--- config.mk ---
export PLATFORM = sky130hd
export DESIGN_NAME = seg_scan_mux
export DESIGN_NICKNAME = d
export VERILOG_FILES = /design/src/rtl/seg_scan_mux.sv
export SDC_FILE = /design/constraint.sdc
export NUM_CORES = 1
export LEC_CHECK = 0
export BUFFER_PORTS_ARGS = -buffer_cell sky130_fd_sc_hd__buf_2
export CORE_MARGIN = 8
export CORE_UTILIZATION = 40
export DETAILED_ROUTE_END_ITERATION = 7
export PLACE_DENSITY = 0.61
export SLEW_MARGIN = 20
export SYNTH_ARGS = -nofsm -noshare
export SYNTH_HDL_FRONTEND = slang
export SYNTH_SLANG_ARGS = --single-unit
export TNS_END_PERCENT = 30
--- constraint.sdc ---
create_clock -name i_Clk -period 2.5 [get_ports i_Clk]
set_input_delay 0.25 -clock i_Clk [delete_from_list [all_inputs] [get_ports i_Clk]]
set_output_delay 0.25 -clock i_Clk [all_outputs]
set_load 0.005 [all_outputs]
--- src/rtl/seg_scan_mux.sv ---
// Five-digit 7-segment scan multiplexer: snapshots digit patterns on request and
// time-multiplexes them onto one segment bus with a blanking gap per slot.
//
// state   | meaning
// S_BLANK | start of slot (or display disabled): anodes off, bus at OFF
// S_ON    | remainder of slot: anode idx lit, bus holds snapshot[idx]
module seg_scan_mux #(
    parameter int unsigned REFRESH_DIV    = 50000,
    parameter int unsigned BLANK_CYCLES   = 500,
    parameter bit          SEG_ACTIVE_LOW = 1'b1
) (
    input  logic       i_Clk,
    input  logic       i_Rst_n,
    input  logic [6:0] i_Seg_first,
    input  logic [6:0] i_Seg_second,
    input  logic [6:0] i_Seg_third,
    input  logic [6:0] i_Seg_fourth,
    input  logic [6:0] i_Seg_fifth,
    input  logic       i_Capture,
    input  logic       i_Enable,
    output logic [6:0] o_Seg,
    output logic [4:0] o_An,
    output logic [2:0] o_Digit_idx,
    output logic       o_Frame
);

    localparam logic [6:0]    SEG_OFF  = SEG_ACTIVE_LOW ? 7'h7F : 7'h00;
    localparam int unsigned   CW       = $clog2(REFRESH_DIV);
    localparam logic [CW-1:0] CNT_LAST = CW'(REFRESH_DIV - 1);
    localparam logic [CW-1:0] CNT_ON   = CW'(BLANK_CYCLES);

    typedef enum logic {S_BLANK, S_ON} state_t;

    state_t        state;
    logic [CW-1:0] cnt;
    logic [2:0]    idx;
    logic [2:0]    idx_next;
    logic          paused;
    logic [6:0]    snap [5];

    function automatic logic [6:0] slot_seg(input logic [2:0] k);
        case (k)
            3'd0:    slot_seg = snap[0];
            3'd1:    slot_seg = snap[1];
            3'd2:    slot_seg = snap[2];
            3'd3:    slot_seg = snap[3];
            3'd4:    slot_seg = snap[4];
            default: slot_seg = SEG_OFF;
        endcase
    endfunction

    function automatic logic [4:0] slot_an(input logic [2:0] k);
        case (k)
            3'd0:    slot_an = 5'b11110;
            3'd1:    slot_an = 5'b11101;
            3'd2:    slot_an = 5'b11011;
            3'd3:    slot_an = 5'b10111;
            3'd4:    slot_an = 5'b01111;
            default: slot_an = 5'b11111;
        endcase
    endfunction

    assign idx_next = (idx == 3'd4) ? 3'd0 : idx + 3'd1;

    always_ff @(posedge i_Clk or negedge i_Rst_n) begin
        if (!i_Rst_n) begin
            snap[0]     <= SEG_OFF;
            snap[1]     <= SEG_OFF;
            snap[2]     <= SEG_OFF;
            snap[3]     <= SEG_OFF;
            snap[4]     <= SEG_OFF;
            state       <= S_BLANK;
            cnt         <= '0;
            idx         <= 3'd0;
            paused      <= 1'b0;
            o_Seg       <= SEG_OFF;
            o_An        <= 5'b11111;
            o_Digit_idx <= 3'd0;
            o_Frame     <= 1'b0;
        end else begin
            // Display reads use the pre-edge snapshot, so a coincident capture shows next visit.
            if (i_Capture) begin
                snap[0] <= i_Seg_first;
                snap[1] <= i_Seg_second;
                snap[2] <= i_Seg_third;
                snap[3] <= i_Seg_fourth;
                snap[4] <= i_Seg_fifth;
            end
            o_Frame <= 1'b0;

            if (!i_Enable) begin
                paused <= 1'b1;
                state  <= S_BLANK;
                o_An   <= 5'b11111;
                o_Seg  <= SEG_OFF;
            end else if (paused) begin
                paused <= 1'b0;
                cnt    <= '0;
                if (BLANK_CYCLES == 0) begin
                    state <= S_ON;
                    o_An  <= slot_an(idx);
                    o_Seg <= slot_seg(idx);
                end else begin
                    state <= S_BLANK;
                end
            end else if (cnt == CNT_LAST) begin
                cnt         <= '0;
                idx         <= idx_next;
                o_Digit_idx <= idx_next;
                o_Frame     <= (idx == 3'd4);
                if (BLANK_CYCLES == 0) begin
                    state <= S_ON;
                    o_An  <= slot_an(idx_next);
                    o_Seg <= slot_seg(idx_next);
                end else begin
                    state <= S_BLANK;
                    o_An  <= 5'b11111;
                    o_Seg <= SEG_OFF;
                end
            end else begin
                cnt <= cnt + 1'b1;
                if (state == S_BLANK && (cnt + 1'b1) == CNT_ON) begin
                    state <= S_ON;
                    o_An  <= slot_an(idx);
                    o_Seg <= slot_seg(idx);
                end
            end
        end
    end

endmodule

Yosys cells after proc, flatten, opt, wreduce, memory -nomap -nowiden
Cells that the tools add are included.

Input bits: 39. Flip-flop bits (word level): 69. Output and inout port bits: 16. Word-level logic and storage cells: 50.

Equal/unequal tests: 9. $add $sub $neg: 2. Reduce and logical (&&, ||, !) cells: 4. Muxes and demuxes: 21. Bitwise logic cells: 2.

Operator list (count): case mux 7 bit (5 select lines) (1); two-way mux 16 bit (2); two-way mux 7 bit (4); case mux 5 bit (5 select lines) (1); two-way mux 5 bit (4); adder 16 x 1 -> 16 bit, second input constant (1); equality test 16 bit, second input constant (1); equality test 16 x 9 -> 1 bit, second input constant (1); two-way mux 1 bit (8); equality test 3 x 2 -> 1 bit, second input constant (2); != test 4 x 1 -> 1 bit, second input constant (1); adder 3 x 1 -> 3 bit, second input constant (1); equality test 3 x 1 -> 1 bit, second input constant (1); equality test 3 bit, second input constant (1); zero test 3 bit (1); two-way mux 3 bit (1); != test 3 x 1 -> 1 bit, second input constant (1); AND reduction 3 bit (1); != test 2 bit, second input constant (1); inverter 1 bit (2); AND reduction 2 bit (1); logical AND 1 bit (1).

Longest topological paths before layout
Gate-level depths: netlist (run 1).

Depth after elaboration: 7. Depth in mapped cells: 8. Gate-level depth less buffers: 7.

Worst setup path before layout (run 1)
OpenSTA, ideal clock, no wires.

Kind: reg2reg. Start: reg cnt[0]. End: reg o_Seg[0]. Data required time: 2.424 ns. Stages on the path, launching flop included: 9. Buffers on the path: 1. Library setup time: 0.076 ns. Slack: -0.081 ns. Period minus slack after synthesis: 2.581 ns. Arrival time: 2.505 ns. Path through: dfrtp_1 ha_1 nand3_1 nor4_1 a22oi_1 or4_4 nor4_4 buf_6 mux2i_1.

Cells in the longest elaborated chain, start to end: 5. Elaborated cells between the ends (all ways): 9. Those cells by class: 1 x add/sub; 3 x eq/ne; 3 x mux; 2 x reduce/logical.

RTL lines: start, declared (RTL line 35) `logic [CW-1:0] cnt;`; start signal, assigned (RTL line 121) `cnt <= cnt + 1'b1;`; adder 16 x 1 -> 16 bit (RTL line 122) `if (state == S_BLANK && (cnt + 1'b1) == CNT_ON) begin`; equality test 16 x 9 -> 1 bit (RTL line 122); logical AND 1 bit (RTL line 122); != test 3 x 1 -> 1 bit (no source line); AND reduction 2 bit (no source line); end signal, assigned (RTL line 102) `o_Seg <= slot_seg(idx);`; end signal, assigned (RTL line 114) `o_Seg <= slot_seg(idx_next);`; end signal, assigned (RTL line 125) `o_Seg <= slot_seg(idx);`; end, declared (RTL line 21) `output logic [6:0] o_Seg,`.

Parallel ways exist; a longest one is shown, timed or not. The select of a mux whose other input is x is not followed. A chain may end at the register's enable or synchronous reset.

Worst setup path in the final report (run 1)
Start: reg cnt[0]. End: reg o_Seg[5].

Same word-level chain as after synthesis.

==> run metrics, run 1 <==
outcome finished, final reports clean; gr ovfl total 0; DP HPWL between 6 and 7 mm; EDFF count, synth 0; Hold Path Depth 2; commonest non-fill, non-tap cell in the layout buf_2; worst-path fanout max 6; Final period util 97.0%; R2R Setup Slk between 0.07 and 0.08 ns; root buffer cell clkbuf_8; insertion delay to the later sink of the worst-skew pair 0.35 ns; crit path time final between 2 and 2.5 ns; Post-Route WL ~8.7 mm; Reg2Reg Depth 8; DP Worst Slack around 0.018 ns; Mapped Area 3570 um2; IR drop worst, VDD 355 uV; Num Clock Sinks 69; DR WL/cell ~17 um; drt first pass iters 4; Final Hold Viols 0; Seq/Total Area, Yosys around half; layout net count between 400 and 500; Avg Inst Size Synth roughly 11 um2; starting density of the core between 40% and 50%; WP data required roughly 2.8 ns; H-tree levels 3; site row count 34; CTS tree yes; Post-synth top flop dfstp_2; placed cells around 470; global-route wire length before repair 14.4 mm; hold crit path type in2reg; Yosys reg bits slightly below 70; Slew HR 49.9%; core area about 8700 um2; CP startpoint kind register; routability-driven placement congestion ratio 0.807; max-slew violations 0; Worst Max-Slew Pin Slew around 0.75 ns; worst setup margin 0.0749 ns; vias post-DR between 2k and 3k; drt drc 0; Switching Share 24.9%; max frequency between 400 and 500 MHz; Die Ht roughly 110 um; initial DRC count ~100; mux contribution to synthesized area approximately 16%; Global Route Usage Sum between 10 and 15%; CTS Buffer Depth 2; initial antenna violation count 0; skew final 0.0113 ns; Finish-stage setup viols 0; Hold Crit Endpoint snap[17]$_DFFE_PN1P_; Area Overhead vs Synth 26.4%; Power Density about 570 nW/um2; RR Endpoint o_Seg[5]$_DFFE_PN1P_; Simple-Gate Fraction of Synth Area 14.4%; worst flop-to-flop path startpoint cnt[0]$_DFFE_PN0P_; Post-Synth XOR/XNOR Area under 10%; Crit. End Element register; CTS buffer count 9; Flop pwr share approximately half; vias in the first global route between 2k and 3k; Gate Count Post-Synth about 310; clock input transition at the sequential cells of the worst setup and hold paths around 0.090 ns; Chip Width 111 um; Setup CP Type reg2reg; Leakage Power roughly 1.9 nW; synth unique cells 52; Fin Setup TNS 0 ns; Switch Pwr 0.640 mW; adder-cell area share of the yosys netlist roughly 2.5%; clock share of power around two fifths; num ports between 50 and 60; Max-Cap Viols 0; Ys Warns 0; Synth Area in Compound Gates 12.4%; async set-or-reset flop fraction in the synthesized netlist 100%; vias per cell approximately 5.3; leading cell types in the layout, fill and taps excluded buf_2 (54), dfstp_2 (47), mux2_2 (36); main combinational cell family by area after synthesis multiplexers; worst hold start i_Seg_third[3]; layout cells sized above 1 a little over half; WP data arrival about 2.7 ns; port bufs 54; n_diodes 0; largest net degree at the start of global routing 36; DRT antenna net count 0; Comb pwr share 9.9%; final std cells w/o fill between 500 and 600; Pint between 1.5 and 2 mW; Die ar. 12200 um2; Final Util between 50% and 60%; Net Count, Synth between 300 and 400
[per-stage QoR]
step	hold slack [ns]	total power [mW]	instance area, um2
finish	0.128	2.57	4520
global route	0.119	2.69	4520
CTS	0.118	2.58	4310
detailed placement	0.344	1.52	4070
global placement	0.323	1.51	4070
floorplan	-0.0456	1.41	3580
[layer usage]
| metal | track usage [%] | wire length, um | share of wire (%) |
|---|---|---|---|
| met1 | 19.2 | 4170 | 48 |
| met2 | 20.9 | 4020 | 46 |
| met3 | 3.63 | 476 | 5.5 |
| met4 | 4.68 | 59 | 0.68 |
| met5 | 0 | 0 | 0 |
[cell usage after synthesis (all sizes together) (2+ instances only)]
cell / n / area share, %
a2111oi: 6 / 1.5
a21oi: 3 / 0.42
a22o: 16 / 3.9
a22oi: 2 / 0.42
and2: 2 / 0.35
and3: 2 / 0.35
buf: 4 / 0.74
clkbuf: 15 / 1.6
dfrtp: 22 / 15
dfstp: 47 / 35
ha: 7 / 2.5
inv: 5 / 0.53
mux2: 36 / 11
mux2i: 16 / 4.5
nand2: 20 / 2.1
nand3: 6 / 0.84
nand4: 5 / 1.6
nor2: 28 / 2.9
nor2b: 4 / 0.70
nor3: 3 / 0.42
nor3b: 2 / 0.42
nor4: 5 / 1.7
nor4b: 2 / 0.49
o21ai: 17 / 2.4
o22ai: 2 / 0.35
o31ai: 5 / 1.1
o41ai: 2 / 0.49
or3: 2 / 0.35
xnor2: 5 / 1.2
xor2: 3 / 0.74
[power by group through the flow]
| stage | Sequential, mW | Combinational, mW | Clock (mW) |
|---|---|---|---|
| floorplan | 1.28 | 0.130 | 0 |
| global placement | 1.28 | 0.229 | 0 |
| detailed placement | 1.29 | 0.235 | 0 |
| CTS | 1.27 | 0.238 | 1.08 |
| global route | 1.28 | 0.283 | 1.13 |
| finish | 1.27 | 0.254 | 1.05 |
[how the worst max path moves through the flow]
stage | startpoint | end | slack (ns) | cells past startpoint
final | cnt[0]$_DFFE_PN0P_ | o_Seg[5]$_DFFE_PN1P_ | 0.07 | 8
after global routing | cnt[0]$_DFFE_PN0P_ | o_An[0]$_DFFE_PN1P_ | -0.02 | 8
after CTS | cnt[1]$_DFFE_PN0P_ | o_An[3]$_DFFE_PN1P_ | 0.01 | 8
after detailed placement | cnt[0]$_DFFE_PN0P_ | o_An[3]$_DFFE_PN1P_ | 0.02 | 8
after global placement | cnt[1]$_DFFE_PN0P_ | o_An[4]$_DFFE_PN1P_ | 0.09 | 8
after floorplan | cnt[0]$_DFFE_PN0P_ | o_Seg[0]$_DFFE_PN1P_ | 0.006 | 8
[worst max-delay path: stages (launching register included)]
cell and delay [ns]:
dfrtp_2 0.45, ha_4 0.20, buf_6 0.12, nor4b_4 0.27, o2111ai_2 0.16, or4_4 0.46, nor4_4 0.28, clkbuf_16 0.24
mux2i_1 0.18
[flip-flops by register name, indices dropped and copies added, names as in the netlist]
register and cells:
state 1, o_An 5, paused 1, idx 3, o_Frame 1, o_Seg 7
cnt 16, snap 35
[cell families after synthesis]
family | count (synthesis)
xor+xnor | 8
flops | 69
buf+inv | 25
fa+ha+maj | 7
mux | 52
simple gates | 89
compound gates | 61
[repair_timing]
item,in CTS,in global routing
setup buffers,0,10
endpoints found under the setup margin,1,12
hold buffers,1,0
pin swaps,0,8
endpoints found under the hold margin,20,0
resized for setup,1,19
gates cloned,0,1
[cell type report]
type | instances | area [um2]
Clock buffer | 9 | 124
Clock inverter | 7 | 101
Fill cell | 769 | 4160
Inverter | 6 | 22.5
Multi-Input combinational cell | 217 | 1780
Sequential cell | 69 | 1790
Tap cell | 108 | 135
Timing Repair Buffer | 86 | 563
No activity file was read; power rests on OpenSTA's default activity.
==> run 2: changes to the inputs <==
- ABC_AREA: default -> 1
==> run 2 against run 1 <==
Effect of this change: area after synthesis fell by 1.1%; final area fell by 8.1%; largest cell class unchanged; critical endpoint is now o_An[4]$_DFFE_PN1P_; sequential cell count unchanged; largest power group unchanged.
==> run metrics, run 2 <==
leading cell types in the layout, fill and taps excluded nand2_1 (119), inv_1 (56), buf_2 (54) (was buf_2 (54), dfstp_2 (47), mux2_2 (36)); max-slew violations 0 (unchanged); Final period util 86.9% (was 97.0%); num ports 55 (unchanged); DR WL/cell 14.5 um (was 17.4 um); Ys Warns 0 (unchanged); Crit. End Element register (unchanged); Gate Count Post-Synth 423 (was 311); top cells by area, synth dfstp_2 (35%), dfrtp_1 (16%), nand2_1 (13%) (was dfstp_2 (35%), dfrtp_1 (15%), mux2_2 (11%)); synth unique cells 29 (was 52); gr ovfl total 0 (unchanged); hold crit path type in2reg (unchanged); Num Clock Sinks 69 (unchanged); met1 WL 4.31 mm (was 4.17 mm); worst-path fanout max 13 (was 6); worst hold start i_Seg_fifth[4] (was i_Seg_third[3]); H-tree levels 3 (unchanged); dpl cell area 3930 um2 (was 4070 um2); RSZ-0062 raised after global routing no; Finish-stage setup viols 0 (unchanged); Worst Max-Slew Pin Slew 0.714 ns (was 0.752 ns); WP data arrival 2.44 ns (was 2.70 ns); CTS tree yes (unchanged); port bufs 54 (unchanged); starting density of the core 40.9% (was 41.2%); layout net count 528 (was 435); initial DRC count 171 (was 99); CTS Buffer Depth 2 (unchanged); worst flop-to-flop path startpoint cnt[0]$_DFFE_PN0P_ (unchanged); post-synth top area share 34.9% (was 34.6%); Top reg by flops snap (unchanged); max FFs per register 35 (unchanged); commonest non-fill, non-tap cell in the layout nand2_1 (was buf_2); Area Overhead vs Synth 17.4% (was 26.4%); Hold Path Depth 3 (was 2); routability-driven placement congestion ratio 0.905 (was 0.807); Fin Setup TNS 0 ns (unchanged); most common cell in the netlist nand2_1 (was dfstp_2); outcome finished, final reports clean (unchanged); site row count 34 (unchanged); vias in the first global route 2894 (was 2837); Setup CP Type reg2reg (unchanged); async set-or-reset flop fraction in the synthesized netlist 100% (unchanged); largest net degree at the start of global routing 45 (was 36); vias per cell 5.07 (was 5.33); fin area 4150 um2 (was 4520 um2); CTS buffer count 9 (unchanged); insertion delay to the later sink of the worst-skew pair 0.34 ns (was 0.35 ns); initial antenna violation count 0 (unchanged); Hold Crit Endpoint snap[4]$_DFFE_PN1P_ (was snap[17]$_DFFE_PN1P_); Power Density 594 nW/um2 (was 569 nW/um2); Avg Inst Size Synth 8.36 um2 (was 11.5 um2); drt first pass iters 5 (was 4); Slew HR 52.4% (was 49.9%); DP HPWL 6.64 mm (was 6.02 mm); Global Route Usage Sum 14.9% (was 14.0%); RR Endpoint o_An[4]$_DFFE_PN1P_ (was o_Seg[5]$_DFFE_PN1P_); Max Used Layer met4 (unchanged); Post-Route WL 8.65 mm (was 8.72 mm); Die ar. 12100 um2 (was 12200 um2); Final Hold Viols 0 (unchanged); IR drop worst, VDD 318 uV (was 355 uV); met2 WL post-DR 3.81 mm (was 4.02 mm); Net Count, Synth 469 (was 357); n_diodes 0 (unchanged); FILL cells 870 (was 769); Seq. cell area 1790 um2 (about the same); Yosys top cell by area dfstp_2 (unchanged); core area 8640 um2 (was 8680 um2); crit path time final 2.17 ns (was 2.43 ns); Multi-input gate area 1470 um2 (was 1780 um2); synth cell count leaders nand2_1 (119), inv_1 (56), dfstp_2 (47), o21ai_0 (40), nand3_1 (34) (was dfstp_2 (47), mux2_2 (36), nor2_1 (28), dfrtp_1 (22), nand2_1 (20)); R2R Setup Slk 0.33 ns (was 0.07 ns); skew final 0.0111 ns (was 0.0113 ns); clock input transition at the sequential cells of the worst setup and hold paths 0.08 ns (was 0.09 ns); global-route wire length before repair 14.2 mm (was 14.4 mm); vias post-DR 3017 (was 2676); Reg2Reg Depth 14 (was 8); root buffer cell clkbuf_8 (unchanged); Mapped Area 3540 um2 (was 3570 um2); Setup Buffers After CTS 0 (unchanged); Seq/Total Area, Yosys 50.5% (was 50.0%); WP data required 2.76 ns (was 2.78 ns); drt drc 0 (unchanged); DRT antenna net count 0 (unchanged); Leakage Power 1.89 nW (about the same); CP startpoint kind register (unchanged); EDFF count, synth 0 (unchanged); Post-synth top flop dfstp_2 (unchanged); met3 wire len 425 um (was 476 um); Yosys reg bits 69 (unchanged); Max-Cap Viols 0 (unchanged); Chip Width 110 um (was 111 um); layout cells sized above 1 30.6% (was 52.0%); max frequency 460 MHz (was 412 MHz); Die Ht 110 um (was 111 um); Top Registers snap x35, cnt x16, o_Seg x7 (unchanged)
## run 2: changes by cell type in the layout (fill, tap and decap cells not counted), sizes merged, moves of 6 or more
cell	previous run	this run
mux2	36	10
nand2	20	124
o22ai	2	19
o21ai	17	41
a211oi	0	7
mux2i	16	0
a2111oi	6	0
inv	10	62
a22o	16	1
nand3	6	35
buf	84	60
## run 2: stage by stage
stage          std cells  hold slack [ns]  utilization, %  worst slack, ns  total power [mW]
2_1_floorplan        423          -0.0456               -            0.685              1.43
3_3_place_gp         578            0.350            45.5            0.318              1.54
3_5_place_dp         578            0.354            45.5            0.333              1.55
4_1_cts              595            0.107            48.0            0.290              2.50
5_1_grt              595            0.105            48.1           0.0115              2.59
6_report             595            0.118            48.1            0.326              2.47
## run 2: timing repair
item / in CTS / in global routing
hold endpoints to repair: 10 / 0
hold buffers: 1 / 0
setup endpoints to repair: 0 / 12
gates resized for setup: 0 / 1
## run 2: worst max-delay path by stage
stage,depth (start not counted),to,startpoint
2_1_floorplan,13,o_An[1]$_DFFE_PN1P_,cnt[0]$_DFFE_PN0P_
3_5_place_dp,14,o_An[2]$_DFFE_PN1P_,cnt[0]$_DFFE_PN0P_
5_1_grt,14,o_Seg[1]$_DFFE_PN1P_,cnt[0]$_DFFE_PN0P_
6_report,14,o_An[4]$_DFFE_PN1P_,cnt[0]$_DFFE_PN0P_
4_1_cts,14,o_An[4]$_DFFE_PN1P_,cnt[0]$_DFFE_PN0P_
3_3_place_gp,14,o_Seg[6]$_DFFE_PN1P_,cnt[0]$_DFFE_PN0P_
## run 2: per-layer routing
layer	up-vias	track usage [%]
li1	1500	-
met1	1442	21.9
met2	64	21.6
met3	11	2.67
met4	0	4.73
met5	-	0
## run 2: cell type report
class | instances | share of cell area [%]
Clock buffer | 10 | 3.32
Clock inverter | 6 | 1.63
Inverter | 58 | 5.25
Multi-Input combinational cell | 283 | 35.4
Sequential cell | 69 | 43.0
Tap cell | 108 | 3.26
Timing Repair Buffer | 61 | 8.14
## run 2: power breakdown
part | internal [mW] | switching [mW] | leakage, nW
sequential | 1.25 | 0.0391 | 0.786
combinational | 0.0961 | 0.140 | 0.999
clock | 0.496 | 0.445 | 0.104
total | 1.84 | 0.625 | 1.89
## run 2: critical path: stages (launching register included)
cell	delay (ns)
dfrtp_1	0.43
ha_1	0.22
nand3_1	0.19
nor2_2	0.19
nand2_1	0.07
nand2_1	0.10
nand2_1	0.07
nor2_1	0.10
nand2_1	0.09
nor2_2	0.12
nand3_2	0.09
nand2_4	0.15
nand2_4	0.12
nand2_1	0.10
nand2_1	0.05
## run 2: logic make-up after synthesis
family                     count (synthesis)  share of synthesized area, %
and+or+nand+nor                          194                          24.0
AOI/OAI and AO/OA                         72                          11.8
buffers and inverters                     71                          8.03
DFF                                       69                          50.5
muxes                                     10                          3.18
adders and majority gates                  7                          2.48
==> run 3: changes to the inputs <==
- ABC_AREA: 1 -> default
- PLACE_DENSITY: 0.61 -> 0.59
- RECOVER_POWER: default -> 25
- clock period: 2.5 -> 2.61 ns (I/O delays scaled with it)
==> run 3 against run 2 <==
Effect of this change: non-clock buffer count increased by 14; setup slack got worse by 0.17 ns; fmax decreased by 11%; the flow now finishes with violations (max-capacitance violations, max-slew violations); register-to-register slack got worse by 0.17 ns; final area increased by 2.7%; final cell count decreased by 17%; sequential cell count unchanged; clock-buffer cell count decreased by 1; combinational power decreased by 8.9%; critical path type unchanged; total power decreased by 10%; sequential power decreased by 6%.
==> run metrics, run 3 (synthesized netlist as in run 1, its figures left out) <==
outcome finished, violations left (was finished, final reports clean); violated checks max-capacitance violations, max-slew violations; Leakage Power 1.76 nW (was 1.89 nW); Chip Width 111 um (was 110 um); Max-Cap Viols 1 (was 0); vias in the first global route 2822 (was 2894); H-tree levels 3 (unchanged); DP Worst Slack 0.0873 ns (was 0.333 ns); root buffer cell clkbuf_8 (unchanged); leading cell types in the layout, fill and taps excluded buf_2 (54), dfstp_2 (47), mux2_2 (36) (was nand2_1 (119), inv_1 (56), buf_2 (54)); CP startpoint kind register (unchanged); starting density of the core 41.2% (was 40.9%); Total Power 2.21 mW (was 2.47 mW); Slew HR -16.9% (was 52.4%); Power Density 519 nW/um2 (was 594 nW/um2); DP HPWL 6.00 mm (was 6.64 mm); vias per cell 5.38 (was 5.07); Fin Setup TNS 0 ns (unchanged); worst setup margin 0.155 ns (was 0.326 ns); Finish-stage setup viols 0 (unchanged); Global Route Usage Sum 14.4% (was 14.9%); Top reg by flops snap (unchanged); CTS Buffer Depth 2 (unchanged); fin area 4260 um2 (was 4150 um2); WP data required 2.88 ns (was 2.76 ns); Crit. End Element register (unchanged); Final Util 49.1% (was 48.1%); routability-driven placement congestion ratio 0.811 (was 0.905); Resize count post-CTS 0 (unchanged); Num Clock Sinks 69 (unchanged); Setup CP Type reg2reg (unchanged); gr ovfl total 0 (unchanged); max-slew violations 70 (was 0); drt first pass iters 4 (was 5); R2R Setup Slk 0.15 ns (was 0.33 ns); CP max stage cell or4_4 (was dfrtp_1); Post-Route WL 8.58 mm (was 8.65 mm); Setup Buffers After CTS 0 (unchanged); CTS tree yes (unchanged); largest net degree at the start of global routing 70 (was 45); layout net count 424 (was 528); dpl cell area 4060 um2 (was 3930 um2); global routing's busiest layer met2 (was met1); insertion delay to the later sink of the worst-skew pair 0.34 ns (about the same); Top Registers snap x35, cnt x16, o_Seg x7 (unchanged); Worst Max-Slew Pin Slew 1.75 ns (was 0.714 ns); initial DRC count 113 (was 171); port bufs 54 (unchanged); DR WL/cell 17.5 um (was 14.5 um); IR drop worst, VDD 419 uV (was 318 uV); site row count 34 (unchanged); core area 8680 um2 (was 8640 um2); DRT antenna net count 0 (unchanged); CTS buffer count 9 (unchanged); met3 Use GR 4.00% (was 2.67%); max frequency 407 MHz (was 460 MHz); commonest non-fill, non-tap cell in the layout buf_2 (was nand2_1); global routing usage on met2 21.8% (was 21.6%); Area Overhead vs Synth 19.3% (was 17.4%); drt drc 0 (unchanged); n_diodes 0 (unchanged); max FFs per register 35 (unchanged); GRT met1 Usage 19.4% (was 21.9%); initial antenna violation count 0 (unchanged); RSZ-0062 raised after global routing yes (was no); hold crit path type in2reg (unchanged); Die ar. 12200 um2 (was 12100 um2); crit path time final 2.46 ns (was 2.17 ns); WP data arrival 2.72 ns (was 2.44 ns); global-route wire length before repair 14.7 mm (was 14.2 mm); layout cells sized above 1 48.6% (was 30.6%); Die Ht 111 um (was 110 um); Final period util 94.1% (was 86.9%); Final Hold Viols 0 (unchanged); CP max stage delay 0.55 ns (was 0.43 ns); crit path cell chain ha_1 > nand3_1 > or3_1 > a22oi_1 > or4_4 > nor4_4 > buf_12 > mux2i_1 (was ha_1 > nand3_1 > nor2_2 > nand2_1 > nand2_1 > nand2_1 > nor2_1 > nand2_1 > nor2_2 > nand3_2 > nand2_4 > nand2_4 > nand2_1 > nand2_1); skew final 0.00790 ns (was 0.0111 ns); vias post-DR 2644 (was 3017); # hold bufs at CTS 0 (was 1); num ports 55 (unchanged); clock input transition at the sequential cells of the worst setup and hold paths 0.08 ns (about the same); worst-path fanout max 12 (was 13)
run 3: cell types whose count changed in the layout (fill, tap and decap cells not counted), moves of 7 or more:
cell and change:
mux2i_1 +16, nand3_1 -28, nand2_1 -99, mux2_2 +26, inv_1 -51, a22o_1 +15, o22ai_1 -17, o21ai_0 -23
nor2_1 +11, buf_4 +14, a211oi_1 -7
run 3: final cells by class:
cell class | instances | area, um2
well taps | 108 | 135
clock buffers | 9 | 124
fillers | 824 | 4420
multi-input cells | 217 | 1700
flip-flops and latches | 69 | 1790
inverters | 6 | 22.5
clock inverters | 7 | 51.3
repair buffers | 75 | 438
run 3: layer usage:
layer | share of wire [%] | vias to the layer above
li1 | - | 1278
met1 | 48 | 1301
met2 | 46 | 57
met3 | 4.8 | 8
met4 | 0.93 | 0
met5 | 0 | -
run 3: final timing paths:
kind / to / from / cells after the start
setup / recovery: o_Seg[4]$_DFFE_PN1P_ / cnt[0]$_DFFE_PN0P_ / 8
hold / removal: snap[5]$_DFFE_PN1P_ / i_Seg_fifth[5] / 2
setup reg to reg: o_Seg[4]$_DFFE_PN1P_ / cnt[0]$_DFFE_PN0P_ / 8
hold reg to reg: o_An[1]$_DFFE_PN1P_ / o_An[1]$_DFFE_PN1P_ / 2
max in group asynchronous: cnt[2]$_DFFE_PN0P_ / i_Rst_n / 2
min in group asynchronous: cnt[8]$_DFFE_PN0P_ / i_Rst_n / 2
run 3: per-stage QoR:
stage / std cells / hold slack, ns
3_5_place_dp: 475 / 0.498
3_3_place_gp: 475 / 0.493
5_1_grt: 491 / 0.129
2_1_floorplan: 311 / -0.0346
4_1_cts: 491 / 0.131
6_report: 491 / 0.144
run 3: worst max-delay path, delay by kind of cell, from the launching register on:
kind                       cells  cell delay [ns]
DFF                            1             0.44
adders and majority gates      1             0.22
buffers and inverters          1             0.20
and+or+nand+nor                4             1.21
AOI/OAI and AO/OA              1             0.10
muxes                          1             0.20
run 3: report_power, final:
group / internal [mW] / switching (mW)
combinational: 0.108 / 0.109
sequential: 1.17 / 0.0413
clock: 0.348 / 0.436
total: 1.63 / 0.586
